--- src/rtl/deserializer_spi_pkg.sv ---
// Shared constants and state encoding for the SPI link deserializer.
// The bit-period constants match the serializer driving the link.
package deserializer_spi_pkg;

    typedef enum logic [1:0] {
        S_IDLE = 2'd0,
        S_SYNC = 2'd1,
        S_BITS = 2'd2
    } state_e;

    localparam int unsigned BR_LIMIT         = 25;
    localparam int unsigned BR_LIMIT_HALF    = 12;
    localparam int unsigned DEF_SYNC_STAGES  = 2;
    localparam int unsigned DEF_HIGH_TIMEOUT = 40;
    localparam int unsigned DEF_LOW_TIMEOUT  = 40;
    localparam int unsigned BYTE_W           = 8;
    localparam int unsigned BIT_CNT_W        = 4;

    function automatic int unsigned max_u(input int unsigned a, input int unsigned b);
        return (a > b) ? a : b;
    endfunction

endpackage

--- src/rtl/synchronizer_2ff.sv ---
// Multi-flop synchronizer for a single asynchronous bit with a configurable reset value.
module synchronizer_2ff #(
    parameter int unsigned DEPTH   = 2,
    parameter logic        RST_VAL = 1'b1
) (
    input  logic clk,
    input  logic rst_n,
    input  logic d_i,
    output logic q_o
);

    logic [DEPTH-1:0] sync_q;

    always_ff @(posedge clk or negedge rst_n) begin
        if (!rst_n) begin
            sync_q <= {DEPTH{RST_VAL}};
        end else begin
            sync_q <= {sync_q[DEPTH-2:0], d_i};
        end
    end

    assign q_o = sync_q[DEPTH-1];

endmodule

--- src/rtl/deserializer_spi.sv ---
// Receiver for the SPI-style serial link: syncs Rx_Clk/Rx_Data, frames bytes LSb first,
// and hands them downstream over valid/ready with sticky overrun and framing flags.
module deserializer_spi
    import deserializer_spi_pkg::*;
#(
    parameter int unsigned CLK_HZ       = 100000000,
    parameter int unsigned SYNC_STAGES  = DEF_SYNC_STAGES,
    parameter int unsigned HIGH_TIMEOUT = DEF_HIGH_TIMEOUT,
    parameter int unsigned LOW_TIMEOUT  = DEF_LOW_TIMEOUT
) (
    input  logic              clk,
    input  logic              reset_n,
    input  logic              Rx_Clk,
    input  logic              Rx_Data,
    output logic [BYTE_W-1:0] source_Data,
    output logic              source_DataValid,
    input  logic              source_ready,
    output logic              rx_busy,
    output logic              rx_over_run,
    output logic              rx_framing_error,
    input  logic              clear_errors
);

    localparam int unsigned TMAX    = max_u(HIGH_TIMEOUT, LOW_TIMEOUT);
    localparam int unsigned TIMER_W = $clog2(TMAX + 1);

    // Elaboration-time sanity checks on the link configuration.
    if (SYNC_STAGES < 2)              begin : g_bad_sync  $error("SYNC_STAGES must be >= 2");              end
    if (HIGH_TIMEOUT <= BR_LIMIT)     begin : g_bad_high  $error("HIGH_TIMEOUT must exceed the bit period"); end
    if (LOW_TIMEOUT <= BR_LIMIT_HALF) begin : g_bad_low   $error("LOW_TIMEOUT must exceed the low phase");  end
    if (CLK_HZ == 0)                  begin : g_bad_clk   $error("CLK_HZ must be non-zero");                end

    logic rx_clk_s;
    logic rx_data_s;
    logic rx_clk_prev_q;
    logic rise_c;
    logic fall_c;

    synchronizer_2ff #(.DEPTH(SYNC_STAGES), .RST_VAL(1'b1)) u_sync_clk (
        .clk   (clk),
        .rst_n (reset_n),
        .d_i   (Rx_Clk),
        .q_o   (rx_clk_s)
    );

    synchronizer_2ff #(.DEPTH(SYNC_STAGES), .RST_VAL(1'b1)) u_sync_data (
        .clk   (clk),
        .rst_n (reset_n),
        .d_i   (Rx_Data),
        .q_o   (rx_data_s)
    );

    always_ff @(posedge clk or negedge reset_n) begin
        if (!reset_n) rx_clk_prev_q <= 1'b1;
        else          rx_clk_prev_q <= rx_clk_s;
    end

    assign rise_c = ~rx_clk_prev_q &  rx_clk_s;
    assign fall_c =  rx_clk_prev_q & ~rx_clk_s;

    state_e                 state_q, state_d;
    logic [BIT_CNT_W-1:0]   bit_cnt_q, bit_cnt_d;
    logic [TIMER_W-1:0]     timer_q, timer_d, timer_inc_c;
    logic [BYTE_W-1:0]      shift_q, shift_d;
    logic [BYTE_W-1:0]      data_q, data_d;
    logic                   valid_q, valid_d;
    logic                   busy_q;
    logic                   over_q, over_d;
    logic                   ferr_q, ferr_d;
    logic                   byte_done_c;
    logic                   ferr_set_c;

    always_ff @(posedge clk or negedge reset_n) begin
        if (!reset_n) begin
            state_q   <= S_IDLE;
            bit_cnt_q <= '0;
            timer_q   <= '0;
            shift_q   <= '0;
            data_q    <= '0;
            valid_q   <= 1'b0;
            busy_q    <= 1'b0;
            over_q    <= 1'b0;
            ferr_q    <= 1'b0;
        end else begin
            state_q   <= state_d;
            bit_cnt_q <= bit_cnt_d;
            timer_q   <= timer_d;
            shift_q   <= shift_d;
            data_q    <= data_d;
            valid_q   <= valid_d;
            busy_q    <= (state_d != S_IDLE);
            over_q    <= over_d;
            ferr_q    <= ferr_d;
        end
    end

    // Frame FSM, byte assembly, handshake and sticky status.
    always_comb begin
        state_d     = state_q;
        bit_cnt_d   = bit_cnt_q;
        timer_d     = timer_q;
        shift_d     = shift_q;
        data_d      = data_q;
        valid_d     = valid_q & ~source_ready;
        byte_done_c = 1'b0;
        ferr_set_c  = 1'b0;
        timer_inc_c = (timer_q == TIMER_W'(TMAX)) ? timer_q : TIMER_W'(timer_q + 1'b1);

        case (state_q)
            S_IDLE: begin
                bit_cnt_d = '0;
                if (fall_c) begin
                    state_d = S_SYNC;
                    timer_d = '0;
                end
            end
            S_SYNC: begin
                if (rise_c) begin
                    state_d   = S_BITS;
                    bit_cnt_d = '0;
                    timer_d   = '0;
                end else if (timer_q >= TIMER_W'(LOW_TIMEOUT)) begin
                    ferr_set_c = 1'b1;
                    state_d    = S_IDLE;
                end else begin
                    timer_d = timer_inc_c;
                end
            end
            S_BITS: begin
                // A full byte is published the cycle after its 8th bit is shifted in.
                if (bit_cnt_q == BIT_CNT_W'(BYTE_W)) begin
                    byte_done_c = 1'b1;
                    bit_cnt_d   = '0;
                end
                if (fall_c) begin
                    shift_d   = {rx_data_s, shift_q[BYTE_W-1:1]};
                    bit_cnt_d = BIT_CNT_W'(bit_cnt_q + 1'b1);
                    timer_d   = '0;
                end else if (rise_c) begin
                    timer_d = '0;
                end else if (rx_clk_s && (timer_q >= TIMER_W'(HIGH_TIMEOUT))) begin
                    ferr_set_c = (bit_cnt_q != '0);
                    state_d    = S_IDLE;
                    bit_cnt_d  = '0;
                end else if (!rx_clk_s && (timer_q >= TIMER_W'(LOW_TIMEOUT))) begin
                    ferr_set_c = 1'b1;
                    state_d    = S_IDLE;
                    bit_cnt_d  = '0;
                end else begin
                    timer_d = timer_inc_c;
                end
            end
            default: begin
                state_d   = S_IDLE;
                bit_cnt_d = '0;
            end
        endcase

        if (byte_done_c) begin
            data_d  = shift_q;
            valid_d = 1'b1;
        end

        over_d = (over_q & ~clear_errors) | (byte_done_c & valid_q & ~source_ready);
        ferr_d = (ferr_q & ~clear_errors) | ferr_set_c;
    end

    assign source_Data      = data_q;
    assign source_DataValid = valid_q;
    assign rx_busy          = busy_q;
    assign rx_over_run      = over_q;
    assign rx_framing_error = ferr_q;

endmodule

--- config.mk ---
export PLATFORM = sky130hd
export DESIGN_NAME = deserializer_spi
export DESIGN_NICKNAME = d
export VERILOG_FILES = /design/src/rtl/deserializer_spi_pkg.sv /design/src/rtl/synchronizer_2ff.sv /design/src/rtl/deserializer_spi.sv
export SDC_FILE = /design/constraint.sdc
export NUM_CORES = 1
export LEC_CHECK = 0
export CORE_MARGIN = 1
export CORE_UTILIZATION = 30
export CTS_BUF_LIST = sky130_fd_sc_hd__clkbuf_8
export CTS_CLUSTER_SIZE = 20
export DETAILED_ROUTE_END_ITERATION = 8
export PLACE_DENSITY = 0.51
export SYNTH_ARGS = -nofsm -noshare
export SYNTH_HDL_FRONTEND = slang
export SYNTH_HIERARCHICAL = 1
export SYNTH_SLANG_ARGS = --single-unit
--- constraint.sdc ---
create_clock -name clk -period 2.6 [get_ports clk]
set_clock_uncertainty 0.05 [all_clocks]
set_input_delay 0.52 -clock clk [delete_from_list [all_inputs] [get_ports clk]]
set_output_delay 0.52 -clock clk [all_outputs]
set_load 0.02 [all_outputs]
==> results of run 1 <==
## report_power, final
part | internal [uW] | total [uW] | switching [uW]
sequential | 625 | 666 | 41.2
combinational | 139 | 332 | 193
clock | 284 | 494 | 210
## stage by stage
stage | worst slack, ns | power [uW] | std cells | util, % | hold slack, ns
floorplan | 0.477 | 911 | 150 | - | 0.174
global placement | 0.397 | 1000 | 238 | 36.0 | 0.298
detailed placement | 0.292 | 1000 | 238 | 36.0 | 0.298
CTS | 0.248 | 1510 | 246 | 38.0 | 0.303
global route | 0.118 | 1590 | 246 | 38.0 | 0.318
finish | 0.235 | 1490 | 246 | 38.0 | 0.273
## sequential cells by signal, summed over array words and instances (netlist names)
register / cells
shift_q: 8
source_Data: 8
timer_q: 6
bit_cnt_q: 4
state_q: 2
u_sync_clk/sync_q: 2
u_sync_data/sync_q: 2
rx_busy: 1
rx_clk_prev_q: 1
rx_framing_error: 1
rx_over_run: 1
source_DataValid: 1
## Yosys cell counts, types with 2 or more instances
| cell type | n |
|---|---|
| a2111oi_0 | 4 |
| dfstp_2 | 5 |
| o32ai_1 | 2 |
| nand2b_1 | 4 |
| nand3_1 | 4 |
| dfrtp_1 | 32 |
| o22ai_1 | 2 |
| nor2_1 | 4 |
| mux2_2 | 17 |
| o31ai_1 | 2 |
| o21ai_0 | 4 |
| nor3_1 | 2 |
| inv_1 | 17 |
| ha_1 | 11 |
| nor2b_1 | 3 |
| a21oi_1 | 6 |
| nand2_1 | 8 |
## final timing paths
| check | start | end | slack [ns] | depth (start not counted) |
|---|---|---|---|---|
| max | u_sync_clk/sync_q[1] | timer_q[2] | 0.24 | 6 |
| min | reset_n | bit_cnt_q[2] | 0.27 | 1 |
| max reg2reg | u_sync_clk/sync_q[1] | timer_q[2] | 0.24 | 6 |
| min reg2reg | u_sync_data/sync_q[0] | u_sync_data/sync_q[1] | 0.31 | 0 |
| max in group asynchronous | reset_n | rx_framing_error | 1.70 | 1 |
| min in group clk | u_sync_data/sync_q[0] | u_sync_data/sync_q[1] | 0.31 | 0 |
## cell type report
class                      count  area [um2]  share of cell area [%]
timing repair buffer          17         165                    7.75
tap                           72        90.1                    4.23
clock inverter                 3        42.5                    2.00
clock buffer                   5        68.8                    3.23
multi-input combinational     95         768                    36.1
sequential                    37         932                    43.7
inverter                      17        63.8                    2.99
## critical path, stage by stage, from the launching register on
cell      delay [ns]
dfstp_2         0.56
inv_1           0.05
ha_1            0.26
nand2b_2        0.25
a21oi_4         0.25
or4b_4          0.52
o32ai_1         0.32
## cell families after synthesis
| logic type | Yosys count | share of synthesized area (%) |
|---|---|---|
| multiplexers | 18 | 11.4 |
| adder cells (fa/ha/maj) | 11 | 7.78 |
| buffers and inverters | 18 | 3.82 |
| AO/OA/AOI/OAI | 33 | 14.0 |
| AND/OR/NAND/NOR | 33 | 10.3 |
| flip-flops | 37 | 52.7 |
## metal layers
metal	wire [um]	track usage, %	up-vias
met5	0	0	-
met3	128	3.79	6
met1	1690	15.7	589
li1	-	-	585
met4	51	6.30	0
met2	1460	17.9	36
==> impl_metrics.yaml, run 1 <==
global_routing:
  antenna_found_initial: 0
  grt_overflow: 0
  grt_pass1_wl_um: 5690
  grt_max_degree: 38
  first_global_vias: 1225
  track_usage_pct: 12.1
clock_tree:
  cts_tree: "done"
  h-tree-depth: 2
  cts_max_path_buffers: 2
  cts-root-buf: "clkbuf_8"
  cts.sinks: 37
  cts-hold-fix-buffers: 0
  clkTransAtPathRegs_ns: 0.07
  clock_latency_ns: 0.28
  postCtsSetupRepairBufs: 0
  cts-buffers-inserted: 5
  cts-resized-gates: 0
detailed_routing:
  via_per_inst: 4.94
  wirelength_um: 3320
  vias: 1216
  wl_per_cell_um: 13.5
  drc: 0
  detail_route.iter0.violations: 70
  firstDrtPassIters: 4
  drtAntennaViolNets: 0
placement:
  placed_area_mm2: 0.00202
  post-dp-hpwl_um: 2260
  place.gp.congestion: 0.824
  numPortBuffers: 17
critical_path:
  cp-start-kind: "flip-flop"
  path_max_fanout: 7
  worstSetupPathType: "flip-flop to flip-flop"
  end_kind: "flip-flop"
  arrival_ns: 2.49
  required_ns: 2.73
final_layout:
  fin_area_mm2: 0.00213
  layout_commonest_cell: "dfrtp_1"
  fill_cells: 572
  layout_common_cells: "32 x dfrtp_1, 18 x inv_1, 17 x mux2_2"
  nets: 190
  synthToLayoutAreaGrowth_pct: 20.5
  diodes: 0
  drive_above_1_share_pct: 19.5
synthesis:
  syn_nets: 167
  synthTopCellsByArea: "dfrtp_1 45%, mux2_2 11%, ha_1 7.8%, dfstp_2 7.4%, inv_1 3.6%"
  avgSynthCellArea_um2: 11.8
  synth_cell_types: 40
  synthCells: 150
  async_reset_ff_share_pct: 100
  synth_edf_count: 0
  ys_ff_latch: 37
  synth_area_mm2: 0.00177
  yosys_warnings: 6
  netlist.area_leader.share_pct: 45.3
  synthFlopType: "dfrtp_1"
  synth_largest_area_cell: "dfrtp_1"
  yosysSeqAreaShare_pct: 52.7
die:
  fp-row-count: 27
  die_y_um: 78.8
  dieArea_mm2: 0.00620
  core_mm2: 0.00561
  initial_utilization_pct: 31.5
  die_w_um: 78.8
  io_pins: 18
sta:
  fin_crit_sh_pct: 91.0
  setup_tns_ns: 0
  relSlewSlack_pct: 44.9
  layout_min_cycle_time_ns: 2.36
  fmax_mhz: 423
  rsz0062_at_grt: "false"
  hold_violations: 0
  setup_violations: 0
  worst_slew_pin_slew_ns: 0.826
  finalMaxSlewViolations: 0
power_and_ir_drop:
  powerDensity_mw_per_mm2: 700
  vdd_drop_max_v: 0.000326
  leakage_uw: 0.000950
status:
  status: "complete, no violations"
flow_run:
  drv_cap: 0
hold_path:
  worstHoldPathType: "input pin to async pin"
No activity file was read; power rests on OpenSTA's default activity.
==> inputs of run 2 (changes only) <==
--- a/config.mk
+++ b/config.mk
@@ -5,6 +5,7 @@
 export SDC_FILE = /design/constraint.sdc
 export NUM_CORES = 1
 export LEC_CHECK = 0
+export CAP_MARGIN = 0
 export CORE_MARGIN = 1
 export CORE_UTILIZATION = 30
 export CTS_BUF_LIST = sky130_fd_sc_hd__clkbuf_8
==> results of run 2 <==
Same layout as run 1: the final DEF is identical, and so are final timing and power.
==> inputs of run 3 (changes only) <==
--- a/config.mk
+++ b/config.mk
@@ -11,8 +11,7 @@
 export CTS_BUF_LIST = sky130_fd_sc_hd__clkbuf_8
 export CTS_CLUSTER_SIZE = 20
 export DETAILED_ROUTE_END_ITERATION = 8
-export PLACE_DENSITY = 0.51
+export PLACE_DENSITY = 0.5
 export SYNTH_ARGS = -nofsm -noshare
 export SYNTH_HDL_FRONTEND = slang
-export SYNTH_HIERARCHICAL = 1
 export SYNTH_SLANG_ARGS = --single-unit
==> impl_metrics.yaml, run 3 <==
status:
  status: "complete, no violations"
critical_path:
  arrival_ns: 2.16
  path_max_fanout: 9
  end_kind: "flip-flop"
  slowest_delay_ns: 0.53
  worstSetupPathType: "flip-flop to flip-flop"
  required_ns: 2.73
  cp_cell_sequence: "ha_1, inv_1, a21oi_1, nand3_2, o41ai_1"
  crit_slowest_cell: "dfstp_2"
  crit_buf_inv: 1
  cp-start-kind: "flip-flop"
  cp_top_family: "compound AO/OA/AOI/OAI gates"
final_layout:
  layout_common_cells: "32 x dfrtp_1, 17 x mux2_2, 16 x clkdlybuf4s50_1"
  layout_commonest_cell: "dfrtp_1"
  diodes: 0
  fill_cells: 545
  synthToLayoutAreaGrowth_pct: 20.2
  post-route-util_pct: 38.3
  nets: 190
  drive_above_1_share_pct: 21.8
synthesis:
  synth_largest_area_cell: "dfrtp_1"
  avgSynthCellArea_um2: 12.0
  synth_edf_count: 0
  yosys_warnings: 0
  synth_compound_area_share_pct: 16.0
  post_synth_and_or_nand_nor_area_fraction_pct: 10.6
  synth_area_mm2: 0.00180
  netlist.area_leader.share_pct: 44.5
  async_reset_ff_share_pct: 100
  yosysMostFrequentCell: "dfrtp_1"
  ys_ff_latch: 37
  synth_common_cells: "32 x dfrtp_1, 17 x mux2_2, 14 x inv_1, 11 x ha_1, 7 x a21oi_1"
  synth_xor_area_share_pct: 0
  synthTopCellsByArea: "dfrtp_1 45%, mux2_2 11%, ha_1 7.6%, dfstp_2 7.3%, inv_1 2.9%"
  synth_adder_area_share_pct: 7.65
  synth_cell_types: 36
  synthCells: 150
  syn_nets: 167
  synthMuxAreaShare_pct: 10.6
  synth_top_family_by_area: "compound AO/OA/AOI/OAI gates"
  synthFlopType: "dfrtp_1"
  yosysSeqAreaShare_pct: 51.8
placement:
  place.gp.congestion: 0.773
  pre_cts_slack_ns: 0.631
  post-dp-hpwl_um: 2280
  numPortBuffers: 17
detailed_routing:
  detail_route.iter0.violations: 81
  firstDrtPassIters: 4
  drc: 0
  wl_per_cell_um: 13.3
  wirelength_um: 3280
  drtAntennaViolNets: 0
  via_per_inst: 4.93
  vias: 1214
sta:
  fmax_mhz: 493
  relSlewSlack_pct: 45.2
  fin_ws_ns: 0.572
  finalMaxSlewViolations: 0
  fin_crit_sh_pct: 78.0
  layout_min_cycle_time_ns: 2.03
  setup_tns_ns: 0
  hold_violations: 0
  rsz0062_at_grt: "false"
  setup_violations: 0
  worst_slew_pin_slew_ns: 0.821
flow_run:
  drv_cap: 0
die:
  initial_utilization_pct: 31.9
  io_pins: 18
  core_mm2: 0.00564
  dieArea_mm2: 0.00631
  die_w_um: 79.4
  die_y_um: 79.4
  fp-row-count: 27
clock_tree:
  cts.sinks: 37
  cts_tree: "done"
  cts_max_path_buffers: 2
  cts-hold-fix-buffers: 0
  clock_latency_ns: 0.29
  cts-root-buf: "clkbuf_8"
  clkTransAtPathRegs_ns: 0.08
  cts-buffers-inserted: 5
  cts-resized-gates: 0
  postCtsSetupRepairBufs: 0
  h-tree-depth: 2
power_and_ir_drop:
  powerDensity_mw_per_mm2: 698
  vdd_drop_max_v: 0.000310
  leakage_uw: 0.000991
global_routing:
  track_usage_pct: 11.8
  first_global_vias: 1262
  antenna_found_initial: 0
  grt_overflow: 0
  grt_max_degree: 38
  grt_pass1_wl_um: 5710
hold_path:
  worstHoldPathType: "input pin to async pin"
[run 3: cell count changes in the layout (fill, tap and decap cells not counted), sizes merged, moves of 2 or more]
cell     before  now
a2111oi       4    1
o32ai         2    0
nand2         8    5
a211o         0    3
a22o          1    5
inv          18   14
nor2          4    6
o31ai         2    4
[run 3: final cells by class]
| type | instances | area [um2] | share of cell area [%] |
|---|---|---|---|
| Inverter | 14 | 52.6 | 2.43 |
| Tap cell | 72 | 90.1 | 4.17 |
| Clock inverter | 3 | 46.3 | 2.14 |
| Sequential cell | 37 | 932 | 43.1 |
| Clock buffer | 5 | 68.8 | 3.18 |
| Multi-Input combinational cell | 98 | 807 | 37.3 |
| Timing Repair Buffer | 17 | 165 | 7.64 |
[run 3: through the flow]
stage                     cell area [um2]  cells  hold WS [ns]  power [uW]
after CTS                            2160    246         0.299        1530
after global routing                 2160    246         0.317        1610
after floorplan                      1800    150         0.174         919
final                                2160    246         0.270        1510
after detailed placement             2050    238         0.299        1020
after global placement               2050    238         0.296        1020
[run 3: power by group]
part / leakage (uW) / switching, uW / internal (uW)
registers: 0.000495 / 39.7 / 625
logic: 0.000442 / 204 / 137
clock network: 0.0000543 / 216 / 287
total: 0.000991 / 460 / 1050
[run 3: worst reg2reg max path, stage by stage, from the launching register on]
cell and delay (ns):
dfstp_2 0.53, ha_1 0.34, inv_1 0.16, a21oi_1 0.36, nand3_2 0.14, o41ai_1 0.33
[run 3: cell families after synthesis]
group,Yosys count
AND/OR/NAND/NOR,32
flip-flops,37
AO/OA/AOI/OAI,38
multiplexers,17
adder cells (fa/ha/maj),11
buffers and inverters,15
[run 3: routing by layer]
metal	up-vias	global-route usage, %	part of all wire [%]
met5	-	0	0
met4	0	3.27	1.3
met3	6	3.89	3.4
met2	20	19.6	49
met1	604	14.4	47
li1	584	-	-
[run 3: worst paths after layout]
path,start,endpoint,slack [ns],cells past startpoint
max reg2reg,rx_clk_prev_q,timer_q[2],0.57,5
min reg2reg,u_sync_data.sync_q[0],u_sync_data.sync_q[1],0.31,0
max in group asynchronous,reset_n,source_Data[7],1.70,1
min in group clk,u_sync_data.sync_q[0],u_sync_data.sync_q[1],0.31,0
max,rx_clk_prev_q,timer_q[2],0.57,5
min,reset_n,bit_cnt_q[2],0.27,1
